===== src/rtl/mips_pkg.sv =====
// Shared MIPS pipeline types and constants.
// Used by the fetch stage and its IF/ID register.
package mips_pkg;

  localparam int INSTR_W = 32;
  localparam int ADDR_W  = 32;

  localparam logic [ADDR_W-1:0]  RESET_PC_DEFAULT = 32'h0000_3000;
  localparam logic [INSTR_W-1:0] NOP_INSTR        = 32'h0000_0000;

  typedef enum logic {
    SEQ     = 1'b0,
    PENDING = 1'b1
  } fetch_state_t;

endpackage


===== src/rtl/if_id_reg.sv =====
// IF/ID pipeline register: 1-cycle latency, loads a fetched word or a bubble.
// Holds its contents while i_en is low (ID stalled).
module if_id_reg
  import mips_pkg::*;
(
  input  logic               clk,
  input  logic               rst_n,
  input  logic               i_en,
  input  logic               i_load,
  input  logic [INSTR_W-1:0] i_instr,
  input  logic [ADDR_W-1:0]  i_pc,
  output logic [INSTR_W-1:0] o_instr,
  output logic [ADDR_W-1:0]  o_pc,
  output logic [ADDR_W-1:0]  o_pc8,
  output logic               o_valid
);

  logic [INSTR_W-1:0] r_instr;
  logic [ADDR_W-1:0]  r_pc;
  logic [ADDR_W-1:0]  r_pc8;
  logic               r_valid;

  // A bubble keeps PC_ID/PC8_ID so the last real address stays visible.
  always_ff @(posedge clk or negedge rst_n) begin
    if (!rst_n) begin
      r_instr <= NOP_INSTR;
      r_pc    <= '0;
      r_pc8   <= '0;
      r_valid <= 1'b0;
    end else if (i_en) begin
      if (i_load) begin
        r_instr <= i_instr;
        r_pc    <= i_pc;
        r_pc8   <= i_pc + 32'd8;
        r_valid <= 1'b1;
      end else begin
        r_instr <= NOP_INSTR;
        r_valid <= 1'b0;
      end
    end
  end

  assign o_instr = r_instr;
  assign o_pc    = r_pc;
  assign o_pc8   = r_pc8;
  assign o_valid = r_valid;

endmodule


===== src/rtl/fetch_stage.sv =====
// MIPS IF stage: PC, imem request and IF/ID register; FC-to-Instr_ID latency 1 edge.
// Stall freezes PC and IF/ID while the fetch repeats; a slow delay-slot fetch parks the target in PENDING.
module fetch_stage
  import mips_pkg::*;
#(
  parameter logic [ADDR_W-1:0] RESET_PC = RESET_PC_DEFAULT
) (
  input  logic               clk,
  input  logic               rst_n,
  output logic [ADDR_W-1:0]  imem_addr,
  output logic               imem_req,
  input  logic [INSTR_W-1:0] imem_rdata,
  input  logic               imem_ready,
  input  logic               stall_ID,
  input  logic               redirect,
  input  logic [ADDR_W-1:0]  redirect_target,
  output logic [INSTR_W-1:0] Instr_ID,
  output logic [ADDR_W-1:0]  PC_ID,
  output logic [ADDR_W-1:0]  PC8_ID,
  output logic               valid_ID,
  output logic               fetch_busy
);

  fetch_state_t      r_state;
  fetch_state_t      w_state_nxt;
  logic [ADDR_W-1:0] r_pc;
  logic [ADDR_W-1:0] w_pc_nxt;
  logic [ADDR_W-1:0] r_pend_target;
  logic [ADDR_W-1:0] w_pend_nxt;
  logic              r_req;

  logic              w_fc;
  logic              w_advance;
  logic              w_redir_acc;
  logic [ADDR_W-1:0] w_target;
  logic [ADDR_W-1:0] w_pc_plus4;

  assign w_fc        = r_req && imem_ready;
  assign w_advance   = w_fc && !stall_ID;
  assign w_redir_acc = redirect && !stall_ID;
  assign w_target    = redirect_target & 32'hFFFF_FFFC;
  assign w_pc_plus4  = r_pc + 32'd4;

  always_ff @(posedge clk or negedge rst_n) begin
    if (!rst_n) begin
      r_state       <= SEQ;
      r_pc          <= RESET_PC;
      r_pend_target <= '0;
      r_req         <= 1'b0;
    end else begin
      r_state       <= w_state_nxt;
      r_pc          <= w_pc_nxt;
      r_pend_target <= w_pend_nxt;
      r_req         <= 1'b1;
    end
  end

  // Redirects in PENDING are ignored: ID can only hold bubbles there.
  always_comb begin
    w_state_nxt = r_state;
    w_pc_nxt    = r_pc;
    w_pend_nxt  = r_pend_target;
    case (r_state)
      SEQ: begin
        if (w_advance) begin
          w_pc_nxt = w_redir_acc ? w_target : w_pc_plus4;
        end else if (w_redir_acc) begin
          w_state_nxt = PENDING;
          w_pend_nxt  = w_target;
        end
      end
      PENDING: begin
        if (w_advance) begin
          w_pc_nxt    = r_pend_target;
          w_state_nxt = SEQ;
        end
      end
      default: w_state_nxt = SEQ;
    endcase
  end

  if_id_reg u_if_id_reg (
    .clk     (clk),
    .rst_n   (rst_n),
    .i_en    (!stall_ID),
    .i_load  (w_fc),
    .i_instr (imem_rdata),
    .i_pc    (r_pc),
    .o_instr (Instr_ID),
    .o_pc    (PC_ID),
    .o_pc8   (PC8_ID),
    .o_valid (valid_ID)
  );

  assign imem_addr  = r_pc;
  assign imem_req   = r_req;
  assign fetch_busy = r_req && !imem_ready;

  a_no_redirect_in_pending: assert property (
    @(posedge clk) disable iff (!rst_n)
      !(r_state == PENDING && redirect && !stall_ID)
  );

endmodule

===== config.mk =====
export PLATFORM = sky130hd
export DESIGN_NAME = fetch_stage
export DESIGN_NICKNAME = d
export VERILOG_FILES = /design/src/rtl/mips_pkg.sv /design/src/rtl/if_id_reg.sv /design/src/rtl/fetch_stage.sv
export SDC_FILE = /design/constraint.sdc
export NUM_CORES = 1
export LEC_CHECK = 0
export BUFFER_PORTS_ARGS = -buffer_cell sky130_fd_sc_hd__buf_2
export CORE_AREA = 2 2 133 135
export CTS_CLUSTER_SIZE = 25
export DETAILED_ROUTE_END_ITERATION = 10
export DIE_AREA = 0 0 135 137
export PLACE_DENSITY = 0.69
export SYNTH_ARGS = -nofsm -noshare
export SYNTH_HDL_FRONTEND = slang
export SYNTH_SLANG_ARGS = --single-unit

===== constraint.sdc =====
create_clock -name clk -period 3.63 [get_ports clk]
set_input_delay 0 -clock clk [delete_from_list [all_inputs] [get_ports clk]]
set_output_delay 0 -clock clk [all_outputs]
set_load 0.05 [all_outputs]

==> results of run 1 <==
[cell usage in the layout (no fill, tap or decap), types with 6 or more instances in the layout]
master and count:
a211oi_1 7, a21oi_1 25, a22o_1 33, a31oi_1 11, and2_1 7, and3_1 6, and4_1 9, buf_2 190
buf_4 13, clkbuf_16 17, conb_1 7, dfrtp_1 152, dlygate4sd3_1 63, mux2_2 31, nand2_1 137, nand2b_1 6
nand3_1 25, nand4_1 24, nor2_1 26, nor3_1 19, nor4_1 13, o211ai_1 9, o21ai_0 42, or4_1 17
xnor2_1 10
[per-stage QoR]
step                worst slack [ns]  instances
floorplan                       1.02        781
global placement                1.08       1133
detailed placement              1.05       1133
CTS                             1.03       1228
global route                   0.849       1228
finish                          1.02       1228
[cell families (layout without fill, tap and decap cells)]
group                      count (synthesis)  count (layout)  share of synthesized area (%)
DFF                                      154             154                           51.0
buffers and inverters                     85             307                           4.78
other                                      2               7                         0.0993
adders and majority gates                  2               2                          0.331
xor gates and xnor gates                  15              15                           1.74
and+or+nand+nor                          312             312                           21.1
muxes                                     35              35                           5.14
AOI/OAI and AO/OA                        171             171                           15.8
[worst max-delay path by stage]
stage | startpoint | to | slack [ns]
5_1_grt | imem_addr[3] | u_if_id_reg.o_pc8[31] | 0.85
6_report | imem_addr[3] | u_if_id_reg.o_pc8[31] | 1.02
3_5_place_dp | imem_addr[3] | u_if_id_reg.o_pc8[31] | 1.05
3_3_place_gp | imem_addr[3] | u_if_id_reg.o_pc8[31] | 1.08
4_1_cts | imem_addr[3] | u_if_id_reg.o_pc8[31] | 1.03
2_1_floorplan | imem_addr[3] | u_if_id_reg.o_pc8[31] | 1.02
[area by class of cell]
| class | count | area (um^2) |
|---|---|---|
| flip-flops and latches | 154 | 3860 |
| clock inverters | 11 | 144 |
| fillers | 1543 | 7200 |
| multi-input cells | 542 | 3370 |
| clock buffers | 21 | 470 |
| inverters | 7 | 26.3 |
| repair buffers | 268 | 1710 |
| well taps | 225 | 282 |
[metal layers]
metal,up-vias,part of all wire (%),GRT usage (%)
met4,0,1.7,8.16
met3,30,5.7,4.22
met1,3313,45,35.0
met2,244,47,37.2
met5,-,0,0
li1,3257,-,-
[repair_timing]
| action | in CTS | in global routing |
|---|---|---|
| gates resized for setup | 0 | 0 |
| hold endpoints to repair | 170 | 0 |
| hold buffers | 63 | 0 |
[worst min-delay path, cell delays in order]
cell	delay, ns
buf_2	0.34
nand2_1	0.14
nand2_1	0.05
[state kept, by name (all words and copies together) (netlist names)]
signal and count:
u_if_id_reg.o_pc 29, imem_addr 30, r_state 1, u_if_id_reg.o_valid 1
imem_req 1, u_if_id_reg.o_instr 32, u_if_id_reg.o_pc8 30, r_pend_target 30
[power groups by stage]
stage	Clock [uW]	Combinational, uW	Sequential [uW]
floorplan	0	902	3490
global placement	0	2420	2610
detailed placement	0	2450	2630
CTS	1870	2510	2600
global route	1950	2650	2680
finish	1850	2500	2610
==> results.json, run 1 <==
{
  "cts.sinks": 154,
  "wl_mm": 22.4,
  "maxSlewHeadroom_pct": 34.5,
  "pwr-share-comb_pct": 35.9,
  "antenna_found_initial": 0,
  "clock_skew_ns": 0.00722,
  "r2r_cells": 5,
  "die_width_um": 135,
  "finalSetupTns_ns": 0,
  "final_antenna_net_count": 0,
  "worstPathMaxFanout": 10,
  "yosys.area.top_type": "dfrtp_1",
  "fin_crit_ns": 2.61,
  "vias": 6844,
  "hp-start": "stall_ID",
  "finalSetupViolCount": 0,
  "track_usage_pct": 24.3,
  "worstHoldPathType": "in2reg",
  "gp_congestion": 0.865,
  "placed_area_um2": 8610,
  "worstPathRequired_ns": 3.98,
  "synth_common_cells": "dfrtp_1 (152), nand2_1 (137), clkbuf_1 (52), o21ai_0 (42), a22o_1 (33)",
  "antenna_cells": 0,
  "status": "finished, final reports clean",
  "swShare_pct": 43.2,
  "crit_buf_inv": 0,
  "grt_max_degree": 102,
  "grt_pass1_wl_mm": 35.1,
  "post_cts_buffers": 0,
  "crit_type": "reg2reg",
  "core_um2": 17100,
  "io_pins": 200,
  "hpwl_mm": 14.8,
  "cpLargestDelayFamily": "simple AND/OR/NAND/NOR gates",
  "fin_util_pct": 57.8,
  "drive_gt1_share_pct": 27.6,
  "finalCritPeriodShare_pct": 71.8,
  "p_total_uw": 6960,
  "endpoint_kind": "register",
  "synthCells": 776,
  "routed_via_density": 5.57,
  "power_leakage_uw": 0.00463,
  "cts_buffer_depth": 2,
  "clkPwrFrac_pct": 26.6,
  "drc_errors": 0,
  "vdd_drop_max_v": 0.000397,
  "cp.arrival_ns": 2.96,
  "intPower_uw": 3950,
  "drv_slew": 0,
  "worst_setup_path_start_kind": "register",
  "crit_chain": "ha_1 > nand3_4 > or4_1 > or4_1 > a31oi_1",
  "p_per_area_nw_per_um2": 706,
  "htreeDepth": 4,
  "hold_violations": 0,
  "ys_ff_latch": 154,
  "cp_num_cells": 5,
  "holdPathStages": 3,
  "ys_seq_area_share_pct": 51.0,
  "crit_path_frequent_cell": "or4_1",
  "crit_path_top_delay_cell": "or4_1",
  "p_sw_uw": 3010,
  "worstSkewPairLatency_ns": 0.43,
  "timing.rr.start": "imem_addr[3]",
  "holdWs_ns": 0.167,
  "synth_edf_count": 0,
  "portBuffers": 191,
  "synth_top_area_share_pct": 50.3,
  "rsz0062_at_grt": "false",
  "synth_area_leaders": "dfrtp_1 (50%), nand2_1 (6.8%), mux2_2 (4.6%), a22o_1 (3.8%), o21ai_0 (2.8%)",
  "root_buffer": "clkbuf_16",
  "cts-buffers-inserted": 17,
  "final_nets": 1061,
  "cap_violations": 0,
  "overflow": 0,
  "synthArstFlopShare_pct": 100,
  "syn_area_um2": 7560,
  "wire_per_inst_um": 18.2,
  "r2r_end": "u_if_id_reg.o_pc8[31]",
  "dieArea_um2": 18500,
  "rows": 48,
  "design_area_um2": 9860,
  "cts_tree": "built",
  "cts.clk_slew.worst_paths_ns": 0.06,
  "tightest_slew_ns": 0.970,
  "area_growth_pct": 30.4,
  "yosysMostFrequentCell": "dfrtp_1",
  "seqPwrFrac_pct": 37.5,
  "drt_pre_antenna_iters": 5,
  "grt_pass1_vias": 6436,
  "syn_area_per_cell_um2": 9.75,
  "die_y_um": 137,
  "ys_types": 66,
  "start_util_pct": 44.3,
  "reg2reg_slack_ns": 1.02,
  "hold-path-endpoint": "u_if_id_reg.o_valid",
  "synth_flop_cell": "dfrtp_1",
  "max_freq_mhz": 384,
  "drt_iter0_drc": 601,
  "max_stage_delay_ns": 0.74,
  "ys.warnings.count": 0
}
No activity file was read; power rests on OpenSTA's default activity.
==> inputs of run 2 (changes only) <==
==> constraint.sdc (replaced) <==
create_clock -name clk -period 2.4 [get_ports clk]
set_input_delay 0 -clock clk [delete_from_list [all_inputs] [get_ports clk]]
set_output_delay 0 -clock clk [all_outputs]
set_load 0.05 [all_outputs]
==> run 2 against run 1 <==
Clock-buffer cell count down 2. Routed wire length up 1.2%. Total power up 55%. Combinational power up 67%. Critical path type unchanged. Highest routed layer unchanged.
==> results.json, run 2 (synthesis results as in run 1) <==
{
  "status": "finished, final reports clean",
  "worstHoldPathType": "in2async",
  "fin_ws_ns": 0.162,
  "track_usage_pct": 24.4,
  "crit_chain": "nand4_1 > or4_1 > or4_1 > a31oi_1",
  "finalSetupViolCount": 0,
  "worstPathMaxFanout": 9,
  "final_nets": 1095,
  "fin_crit_ns": 2.24,
  "maxSlewHeadroom_pct": 61.6,
  "cts_buffer_depth": 2,
  "cts_tree": "built",
  "worstPathRequired_ns": 2.74,
  "grt_pass1_vias": 6484,
  "die_y_um": 137,
  "vdd_drop_max_v": 0.000613,
  "hpwl_mm": 15.8,
  "rows": 48,
  "finalCritPeriodShare_pct": 93.2,
  "crit_path_top_delay_cell": "or4_1",
  "grt_pass1_wl_mm": 35.0,
  "cpLargestDelayFamily": "simple AND/OR/NAND/NOR gates",
  "rsz0062_at_grt": "false",
  "start_util_pct": 44.3,
  "drive_gt1_share_pct": 30.1,
  "final_antenna_net_count": 0,
  "p_per_area_nw_per_um2": 1060,
  "overflow": 0,
  "placed_area_um2": 8890,
  "wl_mm": 22.7,
  "crit_type": "reg2reg",
  "area_growth_pct": 33.9,
  "io_pins": 200,
  "crit_path_frequent_cell": "or4_1",
  "root_buffer": "clkbuf_16",
  "largest_reg_flops": 32,
  "antenna_found_initial": 0,
  "r2r_cells": 4,
  "die_width_um": 135,
  "final_cell_mix": "buf_2 (190), dfrtp_1 (150), nand2_1 (137), dlygate4sd3_1 (63), buf_4 (46)",
  "power_leakage_uw": 0.00479,
  "cap_violations": 0,
  "gp_congestion": 0.922,
  "tightest_slew_ns": 0.575,
  "cts.sinks": 154,
  "pre_cts_ws_ns": 0.191,
  "grt_max_degree": 74,
  "final_common_cell": "buf_2",
  "finalSetupTns_ns": 0,
  "drt_pre_antenna_iters": 5,
  "htreeDepth": 4,
  "worst_setup_path_start_kind": "register",
  "drt_iter0_drc": 577,
  "drv_slew": 0,
  "cp.arrival_ns": 2.58,
  "cts.clk_slew.worst_paths_ns": 0.06,
  "routed_via_density": 5.59,
  "dieArea_um2": 18500,
  "portBuffers": 191,
  "max_stage_delay_ns": 0.69,
  "max_freq_mhz": 447,
  "core_um2": 17100,
  "crit_buf_inv": 0,
  "ctsHoldBuffers": 63,
  "antenna_cells": 0,
  "cts-buffers-inserted": 17,
  "post_cts_buffers": 0,
  "cp_num_cells": 4,
  "clock_skew_ns": 0.00994,
  "vias": 7043,
  "drc_errors": 0,
  "design_area_um2": 10100,
  "hold_violations": 0,
  "wire_per_inst_um": 18.0,
  "p_total_uw": 10800,
  "post_cts_resize_count": 0,
  "endpoint_kind": "register",
  "worstSkewPairLatency_ns": 0.43
}
[run 2: cell types whose count changed in the layout (fill, tap and decap cells not counted)]
cell / delta
buf_12: +1
buf_4: +33
bufinv_16: +1
clkbuf_1: +1
clkbuf_8: -3
clkinv_4: +1
clkinvlp_4: -1
dfrtp_1: -2
dfrtp_2: +2
ha_1: -1
ha_2: +1
[run 2: routing by layer]
metal	part of all wire, %	GRT usage (%)	wire length, um
met1	45	34.5	10100
met2	46	38.0	10500
met3	6.7	4.37	1530
met4	2.4	8.62	549
met5	0	0	0
[run 2: stage by stage]
stage | hold WS, ns | std cells | util [%]
2_1_floorplan | -0.296 | 781 | -
3_3_place_gp | -0.0103 | 1167 | 52.1
3_5_place_dp | -0.0225 | 1167 | 52.1
4_1_cts | 0.0939 | 1261 | 59.4
5_1_grt | 0.120 | 1261 | 59.4
6_report | 0.0843 | 1261 | 59.4
[run 2: power breakdown]
group | internal (uW) | switching (uW) | leakage, uW | total, uW
Sequential | 3220 | 567 | 0.00192 | 3790
Combinational | 1200 | 2980 | 0.00258 | 4180
Clock | 1730 | 1060 | 0.000289 | 2790
Total | 6150 | 4610 | 0.00479 | 10800
[run 2: path summary, 6_finish.rpt]
kind | to | slack [ns] | start
max | u_if_id_reg.o_pc8[31] | 0.16 | imem_addr[12]
min | imem_addr[3] | 0.08 | rst_n
max reg2reg | u_if_id_reg.o_pc8[31] | 0.16 | imem_addr[12]
min reg2reg | u_if_id_reg.o_pc[4] | 0.47 | u_if_id_reg.o_pc[4]
max in group asynchronous | u_if_id_reg.o_pc8[3] | 1.53 | rst_n
min in group clk | imem_addr[22] | 0.15 | imem_ready
[run 2: layout make-up]
type,instances,area [um^2]
clock buffers,19,433
clock inverters,12,175
fillers,1499,6930
inverters,7,26.3
multi-input cells,542,3370
flip-flops and latches,154,3860
well taps,225,282
repair buffers,302,1980
[run 2: worst reg2reg max path, cell delays in order (launching register included)]
cell and delay, ns:
dfstp_2 0.58, nand4_1 0.21, or4_1 0.69, or4_1 0.51, a31oi_1 0.16
